**src/rtl/dds_seq_pkg.sv**
```systemverilog
// Shared types and helpers for the DDS update sequencer and its per-channel handshake.
package dds_seq_pkg;

    typedef enum logic [2:0] {
        IDLE,
        PAR_WAIT,
        SEQ_LAUNCH,
        SEQ_WAIT,
        FINISH
    } seq_state_t;

    typedef enum logic [1:0] {
        CH_IDLE,
        CH_REQ,
        CH_BUSY
    } ch_state_t;

    localparam logic MODE_PARALLEL   = 1'b0;
    localparam logic MODE_SEQUENTIAL = 1'b1;

    // Ceiling log2, never below 1 so that single-entry selectors still have a bit.
    function automatic int clog2(input int value);
        int result;
        result = 1;
        while ((1 << result) < value) begin
            result++;
        end
        return result;
    endfunction

endpackage

```
**src/rtl/dds_ch_handshake.sv**
```systemverilog
// Update/busy handshake for one ad9914_ctrl: raises update, waits for busy to rise and fall,
// and reports completion or a per-phase timeout through a one-cycle fin pulse.
module dds_ch_handshake
    import dds_seq_pkg::*;
#(
    parameter int TIMEOUT_CYCLES = 1024
) (
    input  logic clk,
    input  logic rst,
    input  logic i_go,
    input  logic i_busy,
    output logic o_update,
    output logic o_fin,
    output logic o_ok
);

    localparam int CNT_W = clog2(TIMEOUT_CYCLES);

    ch_state_t        r_state, w_state_next;
    logic [CNT_W-1:0] r_cnt, w_cnt_next;
    logic             r_update, w_update_next;
    logic             r_fin, w_fin_next;
    logic             r_ok, w_ok_next;
    logic             w_at_limit;

    assign w_at_limit = (r_cnt == CNT_W'(TIMEOUT_CYCLES - 1));

    always_ff @(posedge clk) begin
        if (rst) begin
            r_state  <= CH_IDLE;
            r_cnt    <= '0;
            r_update <= 1'b0;
            r_fin    <= 1'b0;
            r_ok     <= 1'b0;
        end else begin
            r_state  <= w_state_next;
            r_cnt    <= w_cnt_next;
            r_update <= w_update_next;
            r_fin    <= w_fin_next;
            r_ok     <= w_ok_next;
        end
    end

    always_comb begin
        w_state_next  = r_state;
        w_cnt_next    = r_cnt;
        w_update_next = r_update;
        w_fin_next    = 1'b0;
        w_ok_next     = 1'b0;
        case (r_state)
            CH_IDLE: begin
                if (i_go) begin
                    w_update_next = 1'b1;
                    w_cnt_next    = '0;
                    w_state_next  = CH_REQ;
                end
            end
            CH_REQ: begin
                if (i_busy) begin
                    w_update_next = 1'b0;
                    w_cnt_next    = '0;
                    w_state_next  = CH_BUSY;
                end else if (w_at_limit) begin
                    w_update_next = 1'b0;
                    w_fin_next    = 1'b1;
                    w_state_next  = CH_IDLE;
                end else begin
                    w_cnt_next = r_cnt + CNT_W'(1);
                end
            end
            CH_BUSY: begin
                // Busy falling takes priority over a timeout landing on the same cycle.
                if (!i_busy) begin
                    w_fin_next   = 1'b1;
                    w_ok_next    = 1'b1;
                    w_state_next = CH_IDLE;
                end else if (w_at_limit) begin
                    w_update_next = 1'b0;
                    w_fin_next    = 1'b1;
                    w_state_next  = CH_IDLE;
                end else begin
                    w_cnt_next = r_cnt + CNT_W'(1);
                end
            end
            default: begin
                w_update_next = 1'b0;
                w_state_next  = CH_IDLE;
            end
        endcase
    end

    assign o_update = r_update;
    assign o_fin    = r_fin;
    assign o_ok     = r_ok;

endmodule

```
**src/rtl/dds_update_sequencer.sv**
```systemverilog
// Shadow/active sweep-configuration banks plus a launch FSM that runs the per-channel
// update handshakes either all at once or one channel at a time, lowest index first.
module dds_update_sequencer
    import dds_seq_pkg::*;
#(
    parameter int NUM_CH         = 4,
    parameter int FTW_WIDTH      = 32,
    parameter int RATE_WIDTH     = 16,
    parameter int TIMEOUT_CYCLES = 1024
) (
    input  logic                           clk,
    input  logic                           rst,
    input  logic                           cfg_wr,
    input  logic [clog2(NUM_CH)-1:0]       cfg_ch,
    input  logic [FTW_WIDTH-1:0]           cfg_lower,
    input  logic [FTW_WIDTH-1:0]           cfg_upper,
    input  logic [FTW_WIDTH-1:0]           cfg_step,
    input  logic [RATE_WIDTH-1:0]          cfg_rate,
    input  logic                           start,
    input  logic                           mode,
    input  logic [NUM_CH-1:0]              ch_enable,
    output logic [NUM_CH-1:0]              ch_update,
    input  logic [NUM_CH-1:0]              ch_busy,
    output logic [NUM_CH*FTW_WIDTH-1:0]    lower_limit,
    output logic [NUM_CH*FTW_WIDTH-1:0]    upper_limit,
    output logic [NUM_CH*FTW_WIDTH-1:0]    positive_step,
    output logic [NUM_CH*RATE_WIDTH-1:0]   positive_rate,
    output logic                           busy,
    output logic                           done,
    output logic [NUM_CH-1:0]              ch_ok,
    output logic [NUM_CH-1:0]              ch_err
);

    localparam int CH_W = clog2(NUM_CH);

    seq_state_t          r_state, w_state_next;
    logic                r_busy, w_busy_next;
    logic                r_done, w_done_next;
    logic [NUM_CH-1:0]   r_en, w_en_next;
    logic [NUM_CH-1:0]   r_ok, w_ok_next;
    logic [NUM_CH-1:0]   r_err, w_err_next;
    logic [NUM_CH-1:0]   r_go, w_go_next;
    logic [CH_W-1:0]     r_cur, w_cur_next;

    logic [NUM_CH-1:0]   w_fin, w_fin_ok;
    logic [NUM_CH-1:0]   w_pending, w_lowest;
    logic [CH_W-1:0]     w_lowest_idx;

    logic [FTW_WIDTH-1:0]  r_sh_lower [NUM_CH];
    logic [FTW_WIDTH-1:0]  r_sh_upper [NUM_CH];
    logic [FTW_WIDTH-1:0]  r_sh_step  [NUM_CH];
    logic [RATE_WIDTH-1:0] r_sh_rate  [NUM_CH];
    logic [FTW_WIDTH-1:0]  r_act_lower[NUM_CH];
    logic [FTW_WIDTH-1:0]  r_act_upper[NUM_CH];
    logic [FTW_WIDTH-1:0]  r_act_step [NUM_CH];
    logic [RATE_WIDTH-1:0] r_act_rate [NUM_CH];

    // go is registered, so the copy below sees a shadow write made alongside start.
    always_ff @(posedge clk) begin
        for (int i = 0; i < NUM_CH; i++) begin
            if (rst) begin
                r_sh_lower[i]  <= '0;
                r_sh_upper[i]  <= '0;
                r_sh_step[i]   <= '0;
                r_sh_rate[i]   <= '0;
                r_act_lower[i] <= '0;
                r_act_upper[i] <= '0;
                r_act_step[i]  <= '0;
                r_act_rate[i]  <= '0;
            end else begin
                if (cfg_wr && (cfg_ch == CH_W'(i))) begin
                    r_sh_lower[i] <= cfg_lower;
                    r_sh_upper[i] <= cfg_upper;
                    r_sh_step[i]  <= cfg_step;
                    r_sh_rate[i]  <= cfg_rate;
                end
                if (r_go[i]) begin
                    r_act_lower[i] <= r_sh_lower[i];
                    r_act_upper[i] <= r_sh_upper[i];
                    r_act_step[i]  <= r_sh_step[i];
                    r_act_rate[i]  <= r_sh_rate[i];
                end
            end
        end
    end

    for (genvar gi = 0; gi < NUM_CH; gi++) begin : g_ch
        dds_ch_handshake #(
            .TIMEOUT_CYCLES(TIMEOUT_CYCLES)
        ) u_hs (
            .clk      (clk),
            .rst      (rst),
            .i_go     (r_go[gi]),
            .i_busy   (ch_busy[gi]),
            .o_update (ch_update[gi]),
            .o_fin    (w_fin[gi]),
            .o_ok     (w_fin_ok[gi])
        );

        assign lower_limit[gi*FTW_WIDTH +: FTW_WIDTH]     = r_act_lower[gi];
        assign upper_limit[gi*FTW_WIDTH +: FTW_WIDTH]     = r_act_upper[gi];
        assign positive_step[gi*FTW_WIDTH +: FTW_WIDTH]   = r_act_step[gi];
        assign positive_rate[gi*RATE_WIDTH +: RATE_WIDTH] = r_act_rate[gi];
    end

    assign w_pending = r_en & ~(r_ok | r_err);
    assign w_lowest  = w_pending & (~w_pending + NUM_CH'(1));

    always_comb begin
        w_lowest_idx = '0;
        for (int i = NUM_CH - 1; i >= 0; i--) begin
            if (w_pending[i]) begin
                w_lowest_idx = CH_W'(i);
            end
        end
    end

    always_ff @(posedge clk) begin
        if (rst) begin
            r_state <= IDLE;
            r_busy  <= 1'b0;
            r_done  <= 1'b0;
            r_en    <= '0;
            r_ok    <= '0;
            r_err   <= '0;
            r_go    <= '0;
            r_cur   <= '0;
        end else begin
            r_state <= w_state_next;
            r_busy  <= w_busy_next;
            r_done  <= w_done_next;
            r_en    <= w_en_next;
            r_ok    <= w_ok_next;
            r_err   <= w_err_next;
            r_go    <= w_go_next;
            r_cur   <= w_cur_next;
        end
    end

    always_comb begin
        w_state_next = r_state;
        w_busy_next  = r_busy;
        w_done_next  = 1'b0;
        w_en_next    = r_en;
        w_go_next    = '0;
        w_cur_next   = r_cur;
        // Only launched channels can produce fin, so status is recorded unconditionally.
        w_ok_next    = r_ok | (w_fin & w_fin_ok);
        w_err_next   = r_err | (w_fin & ~w_fin_ok);
        case (r_state)
            IDLE: begin
                if (start) begin
                    w_en_next   = ch_enable;
                    w_ok_next   = '0;
                    w_err_next  = '0;
                    w_busy_next = 1'b1;
                    if (ch_enable == '0) begin
                        w_state_next = FINISH;
                    end else if (mode == MODE_PARALLEL) begin
                        w_go_next    = ch_enable;
                        w_state_next = PAR_WAIT;
                    end else begin
                        w_state_next = SEQ_LAUNCH;
                    end
                end
            end
            PAR_WAIT: begin
                if (((w_ok_next | w_err_next) & r_en) == r_en) begin
                    w_state_next = FINISH;
                end
            end
            SEQ_LAUNCH: begin
                if (w_pending == '0) begin
                    w_state_next = FINISH;
                end else begin
                    w_go_next    = w_lowest;
                    w_cur_next   = w_lowest_idx;
                    w_state_next = SEQ_WAIT;
                end
            end
            SEQ_WAIT: begin
                if (w_fin[r_cur]) begin
                    w_state_next = SEQ_LAUNCH;
                end
            end
            FINISH: begin
                w_done_next  = 1'b1;
                w_busy_next  = 1'b0;
                w_state_next = IDLE;
            end
            default: begin
                w_busy_next  = 1'b0;
                w_state_next = IDLE;
            end
        endcase
    end

    assign busy   = r_busy;
    assign done   = r_done;
    assign ch_ok  = r_ok;
    assign ch_err = r_err;

endmodule

```
**config.mk**
```make
export PLATFORM = sky130hd
export DESIGN_NAME = dds_update_sequencer
export DESIGN_NICKNAME = d
export VERILOG_FILES = /design/src/rtl/dds_seq_pkg.sv /design/src/rtl/dds_ch_handshake.sv /design/src/rtl/dds_update_sequencer.sv
export SDC_FILE = /design/constraint.sdc
export NUM_CORES = 1
export LEC_CHECK = 0
export CAP_MARGIN = 25
export CORE_MARGIN = 2
export CORE_UTILIZATION = 58
export CTS_CLUSTER_SIZE = 14
export DETAILED_ROUTE_END_ITERATION = 7
export GPL_TIMING_DRIVEN = 1
export PLACE_DENSITY = 0.85
export RECOVER_POWER = 50
export SKIP_CTS_REPAIR_TIMING = 1
export SYNTH_ARGS = -nofsm -noshare
export SYNTH_HDL_FRONTEND = slang
export SYNTH_SLANG_ARGS = --single-unit
```
**constraint.sdc**
```tcl
create_clock -name clk -period 27 [get_ports clk]
set_input_delay 5.4 -clock clk [delete_from_list [all_inputs] [get_ports clk]]
set_output_delay 5.4 -clock clk [all_outputs]
set_load 0.05 [all_outputs]
```
==> summary.md <==
| Metric | Value |
|---|---|
| Final WL | 97.9 mm |
| Setup crit start | rst |
| Synthesis-stage register bit count | about 1000 |
| Critical path's top delay family | simple AND/OR/NAND/NOR gates |
| Arrival time worst endpoint | around 12 ns |
| Mean Syn Cell Area | between 15 and 20 µm² |
| Slew at the pin closest to its max-slew limit | 5.01 ns |
| Worst Skew | between 0.02 and 0.025 ns |
| Vias in the first global route | between 20000 and 25000 |
| Routed wire per std cell | about 25 µm |
| I/O Pins | a little under 600 |
| Post-synth EDFFs | ~900 |
| Initial DRC count | 2354 |
| Share of the synthesized area in the top cell type | between 70% and 80% |
| Startpoint Class | input port |
| Core area | 64100 µm² |
| Pin count of the biggest net entering global routing | approximately 110 |
| Net switching power | 0.861 mW |
| Count of cell types in the netlist | 67 |
| Post-synth top cells | 899 x and2_1, 896 x edfxtp_1, 108 x clkbuf_1 |
| Sw frac | between 20% and 30% |
| Total internal power | about 2.6 mW |
| Global-route wire length before repair | between 100 and 150 mm |
| CP max FO | 60 |
| Ys async rst share | 0% |
| Main synth FF type | edfxtp_1 |
| Hold path cells | 2 |
| Multi-input logic area | ~8300 µm² |
| Die Span X | approximately 260 µm |
| Share of power burned in registers | between 50 and 60% |
| Die area | 66600 µm² |
| Setup_tns | 0 ns |
| Wire length on met1 | 34.6 mm |
| Proportion of layout cells with a drive suffix above 1 | 5.09% |
| Antenna viol nets, final | 0 |
| Fmax | ~0.084 GHz |
| Design Power | roughly 3.5 mW |
| Worst setup EP type | register |
| CP required | around 27 ns |
| Remaining global-route overflow | 0 |
| RSZ-0062 raised after global routing | false |
| Hold/Removal Path Class | reg -> reg |
| Setup CP Type | in -> reg |
| Crit path cell chain | buf_2 > clkbuf_1 > or2_0 > buf_4 |
| Hold Path Origin | r_cur[0] |
| DRC | 0 |
| Maximum vdd drop | around 0.000059 V |
| Reg2reg start | r_go[2] |
| Synth warnings | 0 |
| Layout area overhead | 26.2% |
| CTS tree | done |
| Post-synthesis instance total | roughly 2400 |
| HPWL after DPL | about 63 mm |
| Final setup vio count | 0 |
| Synth area leader | edfxtp_1 |
| Clock H-tree levels | 3 |
| Final hold violation count | 0 |
| R2r endpoint | r_act_step[2][31] |
| Initial Util | between 50% and 60% |
| Pwr/cell area | 74.2 nW/µm² |
| Initial antenna violation count | 8 |
| Hold_ws | approximately 0.49 ns |
| Clk buf depth | 3 |
| DR WL met2 | 50.0 mm |
| Hold path endpoint | r_cur[0] |
| Routed vias/inst | approximately 5.7 |
| Fill cell count | approximately 3700 |
| Die Height | between 200 and 300 µm |
| Sink Count | just under 1000 |
| R2R depth | 2 |
| Register area | 28600 µm² |
| Post-synthesis sequential area ratio | 76.3% |
| Synth area leaders | edfxtp_1 72%, and2_1 15%, dfxtp_1 4.4%, clkbuf_1 1.1%, a21oi_1 0.71% |
| Leak Pwr | around 17 nW |
| Mapped cell area | ~37000 µm² |
| CP max stage delay | 3.64 ns |
| Clock slew at reported path FFs | approximately 0.06 ns |
| Inserted Clock Buffers | 95 |
| Final nets | between 3000 and 4000 |
| Clk pwr share | between 30% and 40% |
| Period utilization | 44.4% |
| Metal3 WL | just over 8 mm |
| Final Critical Period | roughly 12 ns |
| Root buffer cell | clkbuf_16 |
| Global-route usage over all layers | 29.1% |
| Most frequent cell after synthesis | and2_1 |
| Violations in the final reports | capacitance limit, slew limit |
| Mapped Nets | 2580 |
| Drt pass-1 iters | 8 |
| Port bufs | around 590 |
| Top sig layer | met5 |
| Buf/Inv on CP | 3 |
| Number of max-cap violations | 24 |
| Via count | 22602 |
| Count of pins over their slew limit | 1212 |
| Max_slew headroom | -234% |
| Logic gate share of total power | about a tenth |
| Row count | 93 |
| Worst path slowest cell | or2_0 |
| Final Wtd Congestion | 0.870 |
| R2R Setup Slk | around 21 ns |
| Status | complete, but fails checks |
| Clk Latency, worst-skew pair | approximately 0.65 ns |
-- cell type report --
cell class | instances | share of cell area, %
diodes | 2 | 0.0106
clock buffers | 127 | 5.46
clock inverters | 50 | 1.21
inverters | 26 | 0.207
multi-input cells | 1307 | 17.6
flip-flops and latches | 979 | 60.5
well taps | 855 | 2.26
repair buffers | 618 | 12.8
-- layer usage --
layer	vias up	track usage [%]
met5	-	0
met2	1273	50.4
met4	12	13.6
met1	11199	35.1
li1	9852	-
met3	266	5.94
-- kinds of logic (layout without fill, tap and decap cells) --
kind of cell    count (synthesis)  after routing  synth area share (%)
mux                             7              7                 0.221
flops                         979            979                  76.3
simple gates                 1111           1111                  18.3
fa+ha+maj                      20             20                 0.668
buf+inv                       147            821                  1.56
compound gates                169            169                  2.95
other cells                     0              2                     0
-- sequential cells by signal (all words and copies together), names as in the netlist, 8 cells and up --
register           cells
r_sh_upper           128
r_act_lower          128
g_ch.u_hs.r_cnt       40
r_act_upper          128
r_sh_lower           128
g_ch.u_hs.r_state      8
r_act_step           128
r_sh_step            128
r_sh_rate             64
r_act_rate            64
-- worst max path at each step --
| stage | endpoint | slack, ns | cells after the start |
|---|---|---|---|
| after floorplan | r_sh_lower[2][0] | 12.85 | 2 |
| after global placement | r_sh_upper[2][22] | 18.27 | 4 |
| after detailed placement | r_sh_upper[0][2] | 18.20 | 6 |
| after CTS | r_sh_step[0][19] | 18.88 | 6 |
| after global routing | r_act_step[2][31] | 14.64 | 4 |
| final | r_act_step[2][31] | 15.03 | 4 |
-- worst min-delay path, cell delays in order, from the launching register on --
cell and delay, ns:
dfxtp_1 0.33, nand2_1 0.06, a21oi_1 0.05
-- metrics by stage --
step	worst slack, ns	area [µm²]	instances	utilization, %
finish	15.03	47300	3964	73.7
global route	14.64	47300	3964	73.7
CTS	18.88	47400	3956	73.9
detailed placement	18.20	44200	3779	69.0
global placement	18.27	44200	3777	68.9
floorplan	12.85	37400	2433	-
-- power groups by stage --
stage          combinational (mW)  sequential, mW  clock [mW]
3_3_place_gp                0.365            1.81           0
6_report                    0.372            1.79        1.34
4_1_cts                     0.375            1.79        1.35
3_5_place_dp                0.373            1.82           0
5_1_grt                     0.383            1.80        1.41
2_1_floorplan              0.0765            1.97           0
-- cells in the final DEF (no fill, tap or decap), types with 4 or more instances in the layout --
master | Yosys | layout
clkbuf_1 | 108 | 45
ha_1 | 20 | 20
or3b_2 | 4 | 4
a21boi_0 | 1 | 4
clkinv_2 | 0 | 13
nand3_1 | 19 | 19
inv_1 | 26 | 26
and4_1 | 10 | 10
a211oi_1 | 7 | 7
bufinv_16 | 0 | 11
nor3b_1 | 5 | 5
a31oi_1 | 16 | 16
or2_0 | 0 | 4
o21ai_0 | 21 | 23
nand4_1 | 12 | 12
o211ai_1 | 10 | 10
nor3_1 | 13 | 13
nor2_1 | 35 | 35
dfxtp_1 | 83 | 83
or3_1 | 13 | 13
or4_1 | 15 | 15
a21oi_1 | 53 | 53
edfxtp_1 | 896 | 896
clkdlybuf4s50_1 | 0 | 586
and2_1 | 899 | 382
and2_0 | 0 | 517
o2111ai_1 | 5 | 5
nor2b_1 | 16 | 15
clkbuf_16 | 0 | 98
and3_1 | 9 | 9
clkinv_1 | 0 | 18
buf_4 | 4 | 10
mux2i_1 | 6 | 6
nand2_1 | 29 | 29
nand2b_1 | 9 | 9
o31ai_1 | 15 | 15
o21a_1 | 4 | 4
No activity file was read; power rests on OpenSTA's default activity.
